--- src/rtl/ball_engine.sv ---
// ball_engine: ball motion, wall/paddle/brick bounces, lives and game-over tracking.
// Ports:
//   CLOCK_50    - system clock, all state updates on its rising edge
//   reset       - asynchronous active-high reset
//   row, col    - current scan position from the vga block
//   frame_tick  - one-cycle pulse per frame, after the last visible pixel
//   serve       - one-cycle launch pulse (honoured only in IDLE)
//   paddle_left - left column of the 65-wide paddle on rows 440..459
//   brick_id    - brick code at the current pixel, 0 = no brick
//   ball        - combinational: scan position inside the 8x8 ball (0 in OVER)
//   ball_x/y    - top-left corner of the ball
//   lives       - remaining lives
//   game_over   - high while in OVER
//   hit_valid   - one-cycle pulse when a brick is struck, hit_id holds its code
// Optional feature: define BALL_SPEEDUP_EN to raise the step by one every
// 8 paddle hits, from 2 up to 4.
module ball_engine (
    input  logic       CLOCK_50,
    input  logic       reset,
    input  logic [8:0] row,
    input  logic [9:0] col,
    input  logic       frame_tick,
    input  logic       serve,
    input  logic [9:0] paddle_left,
    input  logic [4:0] brick_id,
    output logic       ball,
    output logic [9:0] ball_x,
    output logic [8:0] ball_y,
    output logic [1:0] lives,
    output logic       game_over,
    output logic       hit_valid,
    output logic [4:0] hit_id
);
    typedef enum logic [1:0] {IDLE, MOVE, LOST, OVER} state_t;
    state_t state_q, state_d;
    logic [9:0] x_q, x_d;
    logic [8:0] y_q, y_d;
    logic dxn_q, dxn_d, dyn_q, dyn_d;
    logic [1:0] lives_q, lives_d;
    logic over_q, over_d, hv_q, hv_d, flag_q, flag_d;
    logic [4:0] hid_q, hid_d, bid_q, bid_d, bid_now;
    logic [2:0] speed;
    logic signed [10:0] step, nx, ny;
    logic in_x, in_y, brick_now, flag_now, pad_hit;
`ifdef BALL_SPEEDUP_EN
    logic [2:0] speed_q, speed_d, hits_q, hits_d;
    assign speed = speed_q;
`else
    assign speed = 3'd2;
`endif
    assign in_x = col >= x_q && {1'b0, col} <= {1'b0, x_q} + 11'd7;
    assign in_y = row >= y_q && {1'b0, row} <= {1'b0, y_q} + 10'd7;
    assign ball = in_x && in_y && state_q != OVER;
    // Signed 11-bit next position so steps near the walls never wrap.
    assign step = {8'd0, speed};
    assign nx = $signed({1'b0, x_q}) + (dxn_q ? -step : step);
    assign ny = $signed({2'b0, y_q}) + (dyn_q ? -step : step);
    // Paddle catches a descending ball whose bottom row lands on rows 440..447.
    assign pad_hit = !dyn_q && ny >= 11'sd433 && ny <= 11'sd440 &&
                     {1'b0, x_q} + 11'd7 >= {1'b0, paddle_left} &&
                     {1'b0, x_q} <= {1'b0, paddle_left} + 11'd64;
    // The first brick touched during a frame is the one reported.
    assign brick_now = state_q == MOVE && ball && brick_id != 5'd0;
    assign flag_now = flag_q | brick_now;
    assign bid_now = flag_q ? bid_q : brick_id;
    always_comb begin
        state_d = state_q;
        x_d = x_q;
        y_d = y_q;
        dxn_d = dxn_q;
        dyn_d = dyn_q;
        lives_d = lives_q;
        hid_d = hid_q;
        hv_d = 1'b0;
        flag_d = flag_now;
        bid_d = bid_now;
`ifdef BALL_SPEEDUP_EN
        speed_d = speed_q;
        hits_d = hits_q;
`endif
        if (state_q == IDLE) begin
            if (frame_tick) begin
                x_d = paddle_left + 10'd28;
                y_d = 9'd432;
            end
            if (serve) begin
                state_d = MOVE;
                dxn_d = 1'b0;
                dyn_d = 1'b1;
            end
        end else if (state_q == MOVE && frame_tick) begin
            flag_d = 1'b0;
            x_d = nx <= 11'sd40 ? 10'd40 : nx >= 11'sd582 ? 10'd582 : nx[9:0];
            dxn_d = nx <= 11'sd40 ? 1'b0 : nx >= 11'sd582 ? 1'b1 : dxn_q;
            y_d = ny[8:0];
            // Vertical priority: loss, paddle, brick, top wall.
            if (ny >= 11'sd470) begin
                state_d = LOST;
                lives_d = lives_q - 2'd1;
`ifdef BALL_SPEEDUP_EN
                speed_d = 3'd2;
                hits_d = 3'd0;
`endif
            end else if (pad_hit) begin
                y_d = 9'd432;
                dyn_d = 1'b1;
`ifdef BALL_SPEEDUP_EN
                hits_d = hits_q + 3'd1;
                speed_d = hits_q == 3'd7 && speed_q < 3'd4 ? speed_q + 3'd1 : speed_q;
`endif
            end else if (flag_now) begin
                dyn_d = !dyn_q;
                hv_d = 1'b1;
                hid_d = bid_now;
            end else if (ny <= 11'sd30) begin
                y_d = 9'd30;
                dyn_d = 1'b0;
            end
        end else if (state_q == LOST) begin
            state_d = lives_q == 2'd0 ? OVER : frame_tick ? IDLE : LOST;
        end
        over_d = state_d == OVER;
    end
    always_ff @(posedge CLOCK_50 or posedge reset) begin
        if (reset) begin
            state_q <= IDLE;
            x_q <= 10'd297;
            y_q <= 9'd432;
            dxn_q <= 1'b0;
            dyn_q <= 1'b1;
            lives_q <= 2'd3;
            over_q <= 1'b0;
            hv_q <= 1'b0;
            hid_q <= 5'd0;
            flag_q <= 1'b0;
            bid_q <= 5'd0;
`ifdef BALL_SPEEDUP_EN
            speed_q <= 3'd2;
            hits_q <= 3'd0;
`endif
        end else begin
            state_q <= state_d;
            x_q <= x_d;
            y_q <= y_d;
            dxn_q <= dxn_d;
            dyn_q <= dyn_d;
            lives_q <= lives_d;
            over_q <= over_d;
            hv_q <= hv_d;
            hid_q <= hid_d;
            flag_q <= flag_d;
            bid_q <= bid_d;
`ifdef BALL_SPEEDUP_EN
            speed_q <= speed_d;
            hits_q <= hits_d;
`endif
        end
    end
    assign ball_x = x_q;
    assign ball_y = y_q;
    assign lives = lives_q;
    assign game_over = over_q;
    assign hit_valid = hv_q;
    assign hit_id = hid_q;
endmodule
--- config.mk ---
export PLATFORM = sky130hd
export DESIGN_NAME = ball_engine
export DESIGN_NICKNAME = d
export VERILOG_FILES = /design/src/rtl/ball_engine.sv
export SDC_FILE = /design/constraint.sdc
export NUM_CORES = 1
export LEC_CHECK = 0
export CAP_MARGIN = 20
export CELL_PAD_IN_SITES_DETAIL_PLACEMENT = 1
export CELL_PAD_IN_SITES_GLOBAL_PLACEMENT = 2
export CORE_ASPECT_RATIO = 1.2
export CORE_MARGIN = 10
export CORE_UTILIZATION = 37
export CTS_CLUSTER_DIAMETER = 30
export DETAILED_ROUTE_END_ITERATION = 12
export GPL_TIMING_DRIVEN = 0
export HOLD_SLACK_MARGIN = 0.03
export PLACE_DENSITY = 0.85
export SYNTH_ARGS = -nofsm -noshare
export SYNTH_HDL_FRONTEND = slang
export SYNTH_SLANG_ARGS = --single-unit
--- constraint.sdc ---
create_clock -name CLOCK_50 -period 6.1 [get_ports CLOCK_50]
set_input_delay 0.915 -clock CLOCK_50 [delete_from_list [all_inputs] [get_ports CLOCK_50]]
set_output_delay 0.915 -clock CLOCK_50 [all_outputs]
set_load 0.05 [all_outputs]
==> run summary <==
critical path's slowest cell: clkdlybuf4s50_1
Port Buffers: 65
CTS Buf Count: 5
Final WS setup: 0.609 ns
worst path cell trace: inv_1, ha_1, nor2b_1, nor4_1, xnor2_1, inv_1, ha_1, and4_1, nand3_1, o32ai_1, o32a_1, nand2_1, nor3_1, clkdlybuf4s50_1
fillers: 1425
slack of the worst reg-to-reg path: 1.66 ns
detailed-route wire length: 14500 µm
sequential share of the synthesized area: 20.8%
Clock Pin Slew Worst Setup and Hold Paths: 0.06 ns
Mapped Cells: 509
CTS resizes: 0
crit path time final: 5.49 ns
1st-iter DRT viols: 139
Max Transition Viols Final: 0
delay of the slowest critical-path stage: 0.87 ns
CTS tree: built
Worst-Skew Late Latency: 0.28 ns
Highest Clock Rate: 182 MHz
count of cell types in the netlist: 80
drt pass-1 iters: 4
yosys warns: 0
clock tree buffer depth: 2
Top FF cell, synth: dfrtp_1
transition time of the tightest slew-check pin: 0.788 ns
Setup crit end kind: primary output
Crit Path Class: reg -> out
final non-filler cell total: 743
share of cells above drive strength 1: 9.28%
vias in the first global route: 4612
clk_skew: 0.00460 ns
final hold slack: 0.494 ns
Via Count: 4140
Hold Path Class: reg -> reg
Post-route DRC: 0
status: finished, final reports clean
# rows: 44
RSZ-0062 raised after global routing: false
ant diodes: 0
EDFF count, synth: 0
root buffer cell: clkbuf_16
GR Util All Layers: 17.0%
CORE AREA: 12100 µm²
routed len/inst: 19.5 µm
GPL Wtd Cong: 0.854
CTS H-tree lvls: 2
Crit path required time: 5.18 ns
Ports: 67
mapped cell area: 4530 µm²
first-pass GRT wire length: 23800 µm
Worst Setup Start Kind: flip-flop
Clock Sinks: 37
chip height: 141 µm
final setup TNS: 0 ns
Area Overhead vs Synth: 22.1%
most common cell after layout, fill and taps aside: ha_1
cell count after placement: 735
cts hold-fix bufs: 0
setup violators final: 0
Post-DP HPWL: 12200 µm
nets@finish: 703
initial antenna violation count: 0
crit path DAT: 4.58 ns
Setup Buffers After CTS: 0
Async SR Flop Fraction: 100%
fin crit share: 90.0%
GR Overflow Total: 0
ANT nets after route: 0
commonest non-fill, non-tap cells in the layout: ha_1 (82), clkdlybuf4s50_1 (65), inv_1 (47), a21oi_1 (33), xnor2_1 (28)
#FFs+latches synth: 37
slew margin rel.: 47.4%
pre-CTS WS: 0.849 ns
CP max FO: 9
die area: 17100 µm²
Syn Nets: 631
final hold violation count: 0
Starting Density: 37.6%
Max-cap violations: 0
largest net degree at the start of global routing: 38
Post-Syn Area per Cell: 8.90 µm²
Via density: 5.57
Die Wd: 121 µm
[area by class of cell]
| class | instances | area [µm²] | area share (%) |
|---|---|---|---|
| multi-input cells | 413 | 3350 | 60.6 |
| flip-flops and latches | 37 | 940 | 17.0 |
| repair buffers | 65 | 651 | 11.8 |
| well taps | 161 | 201 | 3.64 |
| inverters | 48 | 180 | 3.26 |
| clock buffers | 5 | 125 | 2.26 |
| plain buffers | 11 | 57.6 | 1.04 |
| clock inverters | 3 | 22.5 | 0.407 |
[synthesized netlist by cell type (all sizes together) (4+ instances only)]
cell type	count	share of area [%]
a211oi	8	1.8
a21o	9	1.5
a21oi	33	3.6
a22oi	8	1.3
a31oi	4	0.55
buf	4	0.69
clkbuf	7	0.58
dfrtp	26	14
dfstp	11	6.4
ha	82	23
inv	48	4.0
mux2	11	3.1
nand2	25	2.1
nand2b	9	1.2
nand3	14	1.5
nand4	6	0.83
nor2	25	2.2
nor2b	6	0.83
nor3	11	1.2
nor4	4	0.55
o211ai	7	1.2
o21a	11	1.8
o21ai	23	2.5
o221a	4	1.2
o22ai	4	0.69
o31ai	5	0.83
or2	5	0.69
or3	9	1.2
xnor2	28	5.4
xor2	7	1.4
[per-stage QoR]
step | area (µm²) | utilization [%]
floorplan | 4530 | -
global placement | 5380 | 44.6
detailed placement | 5380 | 44.6
CTS | 5530 | 45.8
global route | 5530 | 45.8
finish | 5530 | 45.8
[state kept, by name (all words and copies together), names as in the netlist]
name and count:
ball_x 10, ball_y 8, bid_q 5, game_over 1, dxn_q 1, hit_id 5, dyn_q 1, flag_q 1
lives 2, state_q 2, hit_valid 1
[worst paths after layout]
| check | start | end | cells after the start |
|---|---|---|---|
| max reg2reg | ball_x[1] | ball_y[6] | 15 |
| min | bid_q[2] | bid_q[2] | 1 |
| max | ball_x[1] | ball | 14 |
| max in group asynchronous | reset | ball_y[1] | 2 |
| min in group asynchronous | reset | state_q[0] | 2 |
| min reg2reg | bid_q[2] | bid_q[2] | 1 |
[critical path: cells and delay by family (launching register included)]
family / cells / cell delay (ns)
AO/OA/AOI/OAI: 2 / 0.55
adder cells (fa/ha/maj): 2 / 0.55
AND/OR/NAND/NOR: 6 / 1.22
flip-flops: 1 / 0.59
buffers and inverters: 3 / 1.17
XOR/XNOR: 1 / 0.21
[per-layer routing]
metal	vias to the layer above	share of wire [%]	GRT usage, %	wire [µm]
met5	-	0	0	0
met4	0	1.2	2.93	169
met3	11	3.1	2.44	446
met2	56	55	33.5	8000
met1	2041	40	18.5	5850
li1	2032	-	-	-
[cell families after synthesis]
| group | count (synthesis) | share of synthesized area [%] |
|---|---|---|
| AOI/OAI and AO/OA | 151 | 24.7 |
| xor gates and xnor gates | 35 | 6.77 |
| adders and majority gates | 84 | 23.5 |
| buffers and inverters | 59 | 5.25 |
| DFF | 37 | 20.8 |
| muxes | 12 | 3.37 |
| other | 1 | 0.0828 |
| and+or+nand+nor | 130 | 15.5 |
Power is left out: the tool's default activity adds up to more than one toggle a clock period on the data nets, which glitch-free logic cannot reach.
